$ cat config.mk
export PLATFORM = sky130hd
export DESIGN_NAME = alu_arbiter
export DESIGN_NICKNAME = d
export VERILOG_FILES = /design/src/rtl/alu_arbiter.sv
export SDC_FILE = /design/constraint.sdc
export NUM_CORES = 1
export LEC_CHECK = 0
export ABC_AREA = 1
export BUFFER_PORTS_ARGS = -buffer_cell sky130_fd_sc_hd__buf_2
export CORE_AREA = 2 2 133 135
export DETAILED_ROUTE_END_ITERATION = 8
export DIE_AREA = 0 0 135 137
export GPL_ROUTABILITY_DRIVEN = 0
export PLACE_DENSITY = 0.68
export SLEW_MARGIN = 20
export SYNTH_ARGS = -nofsm -noshare
export SYNTH_HDL_FRONTEND = slang
export SYNTH_SLANG_ARGS = --single-unit
$ cat constraint.sdc
create_clock -name clk -period 1.74 [get_ports clk]
set_input_delay 0.087 -clock clk [delete_from_list [all_inputs] [get_ports clk]]
set_output_delay 0.087 -clock clk [all_outputs]
set_load 0.02 [all_outputs]
$ cat src/rtl/alu_arbiter.sv
// Round-robin arbiter sharing one combinational ALU between two requesters,
// with a one-entry registered response buffer per port and a contention counter.
module alu_arbiter #(
  parameter int WIDTH = 32,
  parameter int OPW   = 4,
  parameter int SHW   = 5,
  parameter int CNTW  = 16
) (
  input  logic             clk,
  input  logic             rst_n,
  input  logic             r0_valid,
  output logic             r0_ready,
  input  logic [WIDTH-1:0] r0_a,
  input  logic [WIDTH-1:0] r0_b,
  input  logic [SHW-1:0]   r0_shamt,
  input  logic [OPW-1:0]   r0_op,
  output logic             r0_rsp_valid,
  input  logic             r0_rsp_ready,
  output logic [WIDTH-1:0] r0_res,
  output logic             r0_zero,
  input  logic             r1_valid,
  output logic             r1_ready,
  input  logic [WIDTH-1:0] r1_a,
  input  logic [WIDTH-1:0] r1_b,
  input  logic [SHW-1:0]   r1_shamt,
  input  logic [OPW-1:0]   r1_op,
  output logic             r1_rsp_valid,
  input  logic             r1_rsp_ready,
  output logic [WIDTH-1:0] r1_res,
  output logic             r1_zero,
  output logic [WIDTH-1:0] alu_a,
  output logic [WIDTH-1:0] alu_b,
  output logic [SHW-1:0]   alu_shamt,
  output logic [OPW-1:0]   alu_op,
  input  logic [WIDTH-1:0] alu_res,
  input  logic             alu_zero,
  output logic             gnt_valid,
  output logic             gnt_id,
  output logic [CNTW-1:0]  conflict_cnt
);

  // Handshakes: a request transfers on an edge where valid && ready; a response
  // is consumed on an edge where rsp_valid && rsp_ready. A slot drained in the
  // same cycle counts as free, so one port can sustain one request per cycle.
  logic             r0_rsp_valid_q, r0_rsp_valid_d;
  logic             r1_rsp_valid_q, r1_rsp_valid_d;
  logic [WIDTH-1:0] r0_res_q, r0_res_d, r1_res_q, r1_res_d;
  logic             r0_zero_q, r0_zero_d, r1_zero_q, r1_zero_d;
  logic             last_grant_q, last_grant_d;
  logic [CNTW-1:0]  cnt_q, cnt_d;

  logic slot_free0, slot_free1, elig0, elig1, xfer0, xfer1;

  always_comb begin
    slot_free0 = !r0_rsp_valid_q || r0_rsp_ready;
    slot_free1 = !r1_rsp_valid_q || r1_rsp_ready;
    elig0      = r0_valid && slot_free0;
    elig1      = r1_valid && slot_free1;
    gnt_valid  = elig0 || elig1;
    // Idle cycles keep pointing at the last winner so the mux stays put.
    if (elig0 && elig1)  gnt_id = !last_grant_q;
    else if (elig1)      gnt_id = 1'b1;
    else if (elig0)      gnt_id = 1'b0;
    else                 gnt_id = last_grant_q;
    r0_ready = gnt_valid && !gnt_id;
    r1_ready = gnt_valid && gnt_id;
    xfer0    = r0_valid && r0_ready;
    xfer1    = r1_valid && r1_ready;
  end

  always_comb begin
    alu_a     = gnt_id ? r1_a     : r0_a;
    alu_b     = gnt_id ? r1_b     : r0_b;
    alu_shamt = gnt_id ? r1_shamt : r0_shamt;
    alu_op    = gnt_id ? r1_op    : r0_op;
  end

  always_comb begin
    r0_rsp_valid_d = r0_rsp_valid_q && !r0_rsp_ready;
    r0_res_d       = r0_res_q;
    r0_zero_d      = r0_zero_q;
    r1_rsp_valid_d = r1_rsp_valid_q && !r1_rsp_ready;
    r1_res_d       = r1_res_q;
    r1_zero_d      = r1_zero_q;
    last_grant_d   = last_grant_q;
    if (xfer0) begin
      r0_rsp_valid_d = 1'b1;
      r0_res_d       = alu_res;
      r0_zero_d      = alu_zero;
      last_grant_d   = 1'b0;
    end
    if (xfer1) begin
      r1_rsp_valid_d = 1'b1;
      r1_res_d       = alu_res;
      r1_zero_d      = alu_zero;
      last_grant_d   = 1'b1;
    end
    cnt_d = cnt_q;
    if (elig0 && elig1 && (cnt_q != {CNTW{1'b1}})) cnt_d = cnt_q + CNTW'(1);
  end

  always_ff @(posedge clk) begin
    if (!rst_n) begin
      r0_rsp_valid_q <= 1'b0;
      r1_rsp_valid_q <= 1'b0;
      r0_res_q       <= '0;
      r1_res_q       <= '0;
      r0_zero_q      <= 1'b0;
      r1_zero_q      <= 1'b0;
      last_grant_q   <= 1'b1;
      cnt_q          <= '0;
    end else begin
      r0_rsp_valid_q <= r0_rsp_valid_d;
      r1_rsp_valid_q <= r1_rsp_valid_d;
      r0_res_q       <= r0_res_d;
      r1_res_q       <= r1_res_d;
      r0_zero_q      <= r0_zero_d;
      r1_zero_q      <= r1_zero_d;
      last_grant_q   <= last_grant_d;
      cnt_q          <= cnt_d;
    end
  end

  assign r0_rsp_valid = r0_rsp_valid_q;
  assign r1_rsp_valid = r1_rsp_valid_q;
  assign r0_res       = r0_res_q;
  assign r1_res       = r1_res_q;
  assign r0_zero      = r0_zero_q;
  assign r1_zero      = r1_zero_q;
  assign conflict_cnt = cnt_q;

endmodule

==> impl_metrics.json <==
{
  "grt_max_degree": 36,
  "crit_path_cell_trace": "nand2_2, nand2_4, or2_4, buf_12, clkbuf_16, nand3_2, nand2_1, buf_6",
  "tritoncts": "done",
  "clock.fmax_mhz": 527,
  "p_int_w": 0.00457,
  "worst_path_max_delay_cell": "dfxtp_2",
  "required_ns": 1.65,
  "power_switching_w": 0.00247,
  "status": "complete, but fails checks",
  "die-width_um": 135,
  "power_density_nw_per_um2": 827,
  "clkPwrFrac_pct": 29.8,
  "grt_pass1_vias": 5735,
  "critPathCaptureType": "output pin",
  "synth_edf_count": 0,
  "drt-initial-drc-count": 273,
  "r2r_slack_ns": 0.11,
  "avgSynthCellArea_um2": 6.36,
  "ant_nets": 0,
  "numCtsBuffers": 9,
  "io-pin-count": 346,
  "rows": 48,
  "finalCriticalPeriod_ns": 1.90,
  "violations": "setup timing",
  "die_h_um": 137,
  "setup_viol": 73,
  "ys_warn_count": 0,
  "numClockSinks": 85,
  "fin_nets": 1263,
  "antenna_found_initial": 5,
  "initial_core_util_pct": 25.9,
  "ctsHtreeMaxLevel": 3,
  "max_slew_margin_pct": 73.2,
  "die_area_um2": 18500,
  "critPathTopFamily": "simple AND/OR/NAND/NOR gates",
  "regArea_um2": 1710,
  "root_buffer": "clkbuf_16",
  "io_buffers": 345,
  "instances_no_fill": 1313,
  "leakage_nw": 4.35,
  "hold_depth": 3,
  "grt_usage_pct": 21.4,
  "worstRegToRegCells": 9,
  "worstHoldStart": "alu_res[16]",
  "viasPerCell": 4.80,
  "rsz0062_at_grt": "true",
  "core_um2": 17100,
  "setup_slack_ns": -0.157,
  "cp-start-kind": "flop",
  "clk_pin_slew_ns": 0.07,
  "maxCapViolations": 0,
  "cp.arrival_ns": 1.81,
  "worst_pin_slew_ns": 0.402,
  "insertion_delay_ns": 0.34,
  "drive_above_1_share_pct": 51.7,
  "wirelength_um": 22700,
  "vdd_ir_drop_max_uv": 575,
  "first_pass_iters": 5,
  "path_class": "reg2out",
  "syn_nets": 881,
  "clk_path_buf_depth": 2,
  "dpl.cell_count": 1245,
  "p_seq_share_pct": 30.8,
  "drc": 0,
  "synth_cell_types": 26,
  "synthesis.area_um2": 4420,
  "nFillCells": 1595,
  "crit_fanout": 8,
  "dp_hpwl_um": 14900,
  "async_flop_share_pct": 0,
  "path_buf_inv": 3,
  "finClkSkew_ns": 0.00845,
  "hold_end": "r1_res[16]",
  "reg2reg_from": "r1_rsp_valid",
  "grt_pass1_wl_um": 30400,
  "slew_violations": 0,
  "hp-class": "in2reg",
  "multi_input_area_um2": 3050,
  "switching_share_pct": 35.1,
  "routedWlPerCell_um": 17.3,
  "critPathLaunch": "r1_rsp_valid",
  "synth-seq-cells": 85,
  "power_w": 0.00705,
  "syn_inst": 695,
  "hold_viol_final": 0,
  "cp_slowest_stage_delay_ns": 0.33,
  "r2r_end": "r0_res[2]",
  "period_share_pct": 109,
  "overflow": 0,
  "synth-main-ff-cell": "dfxtp_1",
  "dr_total_vias": 6300,
  "layout-area-overhead-vs-synth_pct": 92.8,
  "seq_area_frac_synth_pct": 38.5,
  "comb_power_share_pct": 39.4
}
-- cells in the mapped netlist, types with 2 or more instances --
cell type / count / area (um2)
nand3_1: 85 / 425
dfxtp_1: 85 / 1700
clkbuf_1: 11 / 41.3
nor2_1: 164 / 616
nand3b_1: 3 / 22.5
nor2_2: 4 / 25.0
o21ai_1: 2 / 10.0
nand2_2: 3 / 18.8
nand2_1: 199 / 747
inv_2: 4 / 15.0
xor2_1: 2 / 17.5
a21oi_4: 2 / 32.5
buf_6: 7 / 78.8
a21oi_1: 15 / 75.1
inv_1: 7 / 26.3
buf_2: 25 / 125
xnor2_1: 2 / 17.5
o21ai_0: 66 / 330
nor2_4: 2 / 22.5
-- placed cells by master (no fill, tap or decap), drive strengths merged --
| cell | instances |
|---|---|
| clkinv | 3 |
| nor2 | 170 |
| clkbuf | 12 |
| o21ai | 69 |
| inv | 12 |
| ha | 1 |
| a21oi | 17 |
| or2 | 1 |
| buf | 389 |
| xor2 | 2 |
| nand4 | 2 |
| diode | 6 |
| dfxtp | 85 |
| clkinvlp | 1 |
| dlygate4sd3 | 23 |
| nand3b | 3 |
| nand3 | 85 |
| xnor2 | 2 |
| nand2 | 203 |
| bufinv | 2 |
-- power by group through the flow --
stage / sequential, W / combinational (W) / clock, W
after floorplan: 0.00238 / 0.000955 / 0
after detailed placement: 0.00220 / 0.00192 / 0
after global placement: 0.00220 / 0.00191 / 0
after global routing: 0.00218 / 0.00293 / 0.00222
final: 0.00217 / 0.00278 / 0.00210
after CTS: 0.00216 / 0.00253 / 0.00214
-- through the flow --
step	utilization [%]	setup slack (ns)	hold WS (ns)	area (um2)	setup TNS, ns
floorplan	-	0.122	0.222	4420	0
global placement	37.6	0.0489	0.326	6410	0
detailed placement	37.6	0.0237	0.333	6410	0
CTS	47.0	-0.136	0.000749	8020	-4.94
global route	49.9	-0.203	0.00472	8510	-9.14
finish	50.0	-0.157	0.00681	8520	-4.60
-- how the worst max path moves through the flow --
stage	end	slack [ns]	depth (start not counted)
2_1_floorplan	conflict_cnt[2]	0.12	8
3_3_place_gp	alu_op[2]	0.05	8
3_5_place_dp	alu_shamt[1]	0.02	8
4_1_cts	alu_b[1]	-0.14	8
5_1_grt	alu_a[6]	-0.20	8
6_report	alu_a[6]	-0.16	8
-- area by class of cell --
class / count / share of cell area [%]
clock buffer: 9 / 2.64
sequential: 85 / 20.0
tap: 225 / 3.30
inverter: 11 / 0.514
clock inverter: 7 / 1.16
antenna: 6 / 0.176
multi-input combinational: 555 / 35.7
timing repair buffer: 415 / 36.4
-- worst min-delay path, delay by kind of cell --
family | cells | cell delay [ns]
and+or+nand+nor | 2 | 0.13
buffers and inverters | 1 | 0.09
-- what timing repair did --
| item | in CTS | in global routing |
|---|---|---|
| endpoints found under the hold margin | 24 | 0 |
| cloned | 9 | 4 |
| resized for setup | 218 | 106 |
| hold buffers | 23 | 0 |
| buffers inserted | 11 | 0 |
| setup endpoints to repair | 74 | 121 |
| pin swaps | 11 | 33 |
-- flip-flops by register name (all words and copies together) (netlist names) --
signal and cells:
r0_zero 1, r1_rsp_valid 1, last_grant_q 1, conflict_cnt 16
r0_rsp_valid 1, r0_res 32, r1_zero 1, r1_res 32
-- cells by family after synthesis --
logic type | after synthesis | synth area share [%]
AND/OR/NAND/NOR | 464 | 43.3
flip-flops | 85 | 38.5
adder cells (fa/ha/maj) | 1 | 0.283
buffers and inverters | 55 | 6.59
XOR/XNOR | 4 | 0.793
AO/OA/AOI/OAI | 86 | 10.5
-- layer usage --
layer	vias to the layer above	share of wire, %	track usage, %
li1	3000	-	-
met1	2922	37	23.2
met2	304	50	38.2
met3	74	8.5	6.07
met4	0	4.7	11.1
met5	-	0	0
(Power assumes the default switching activity.)
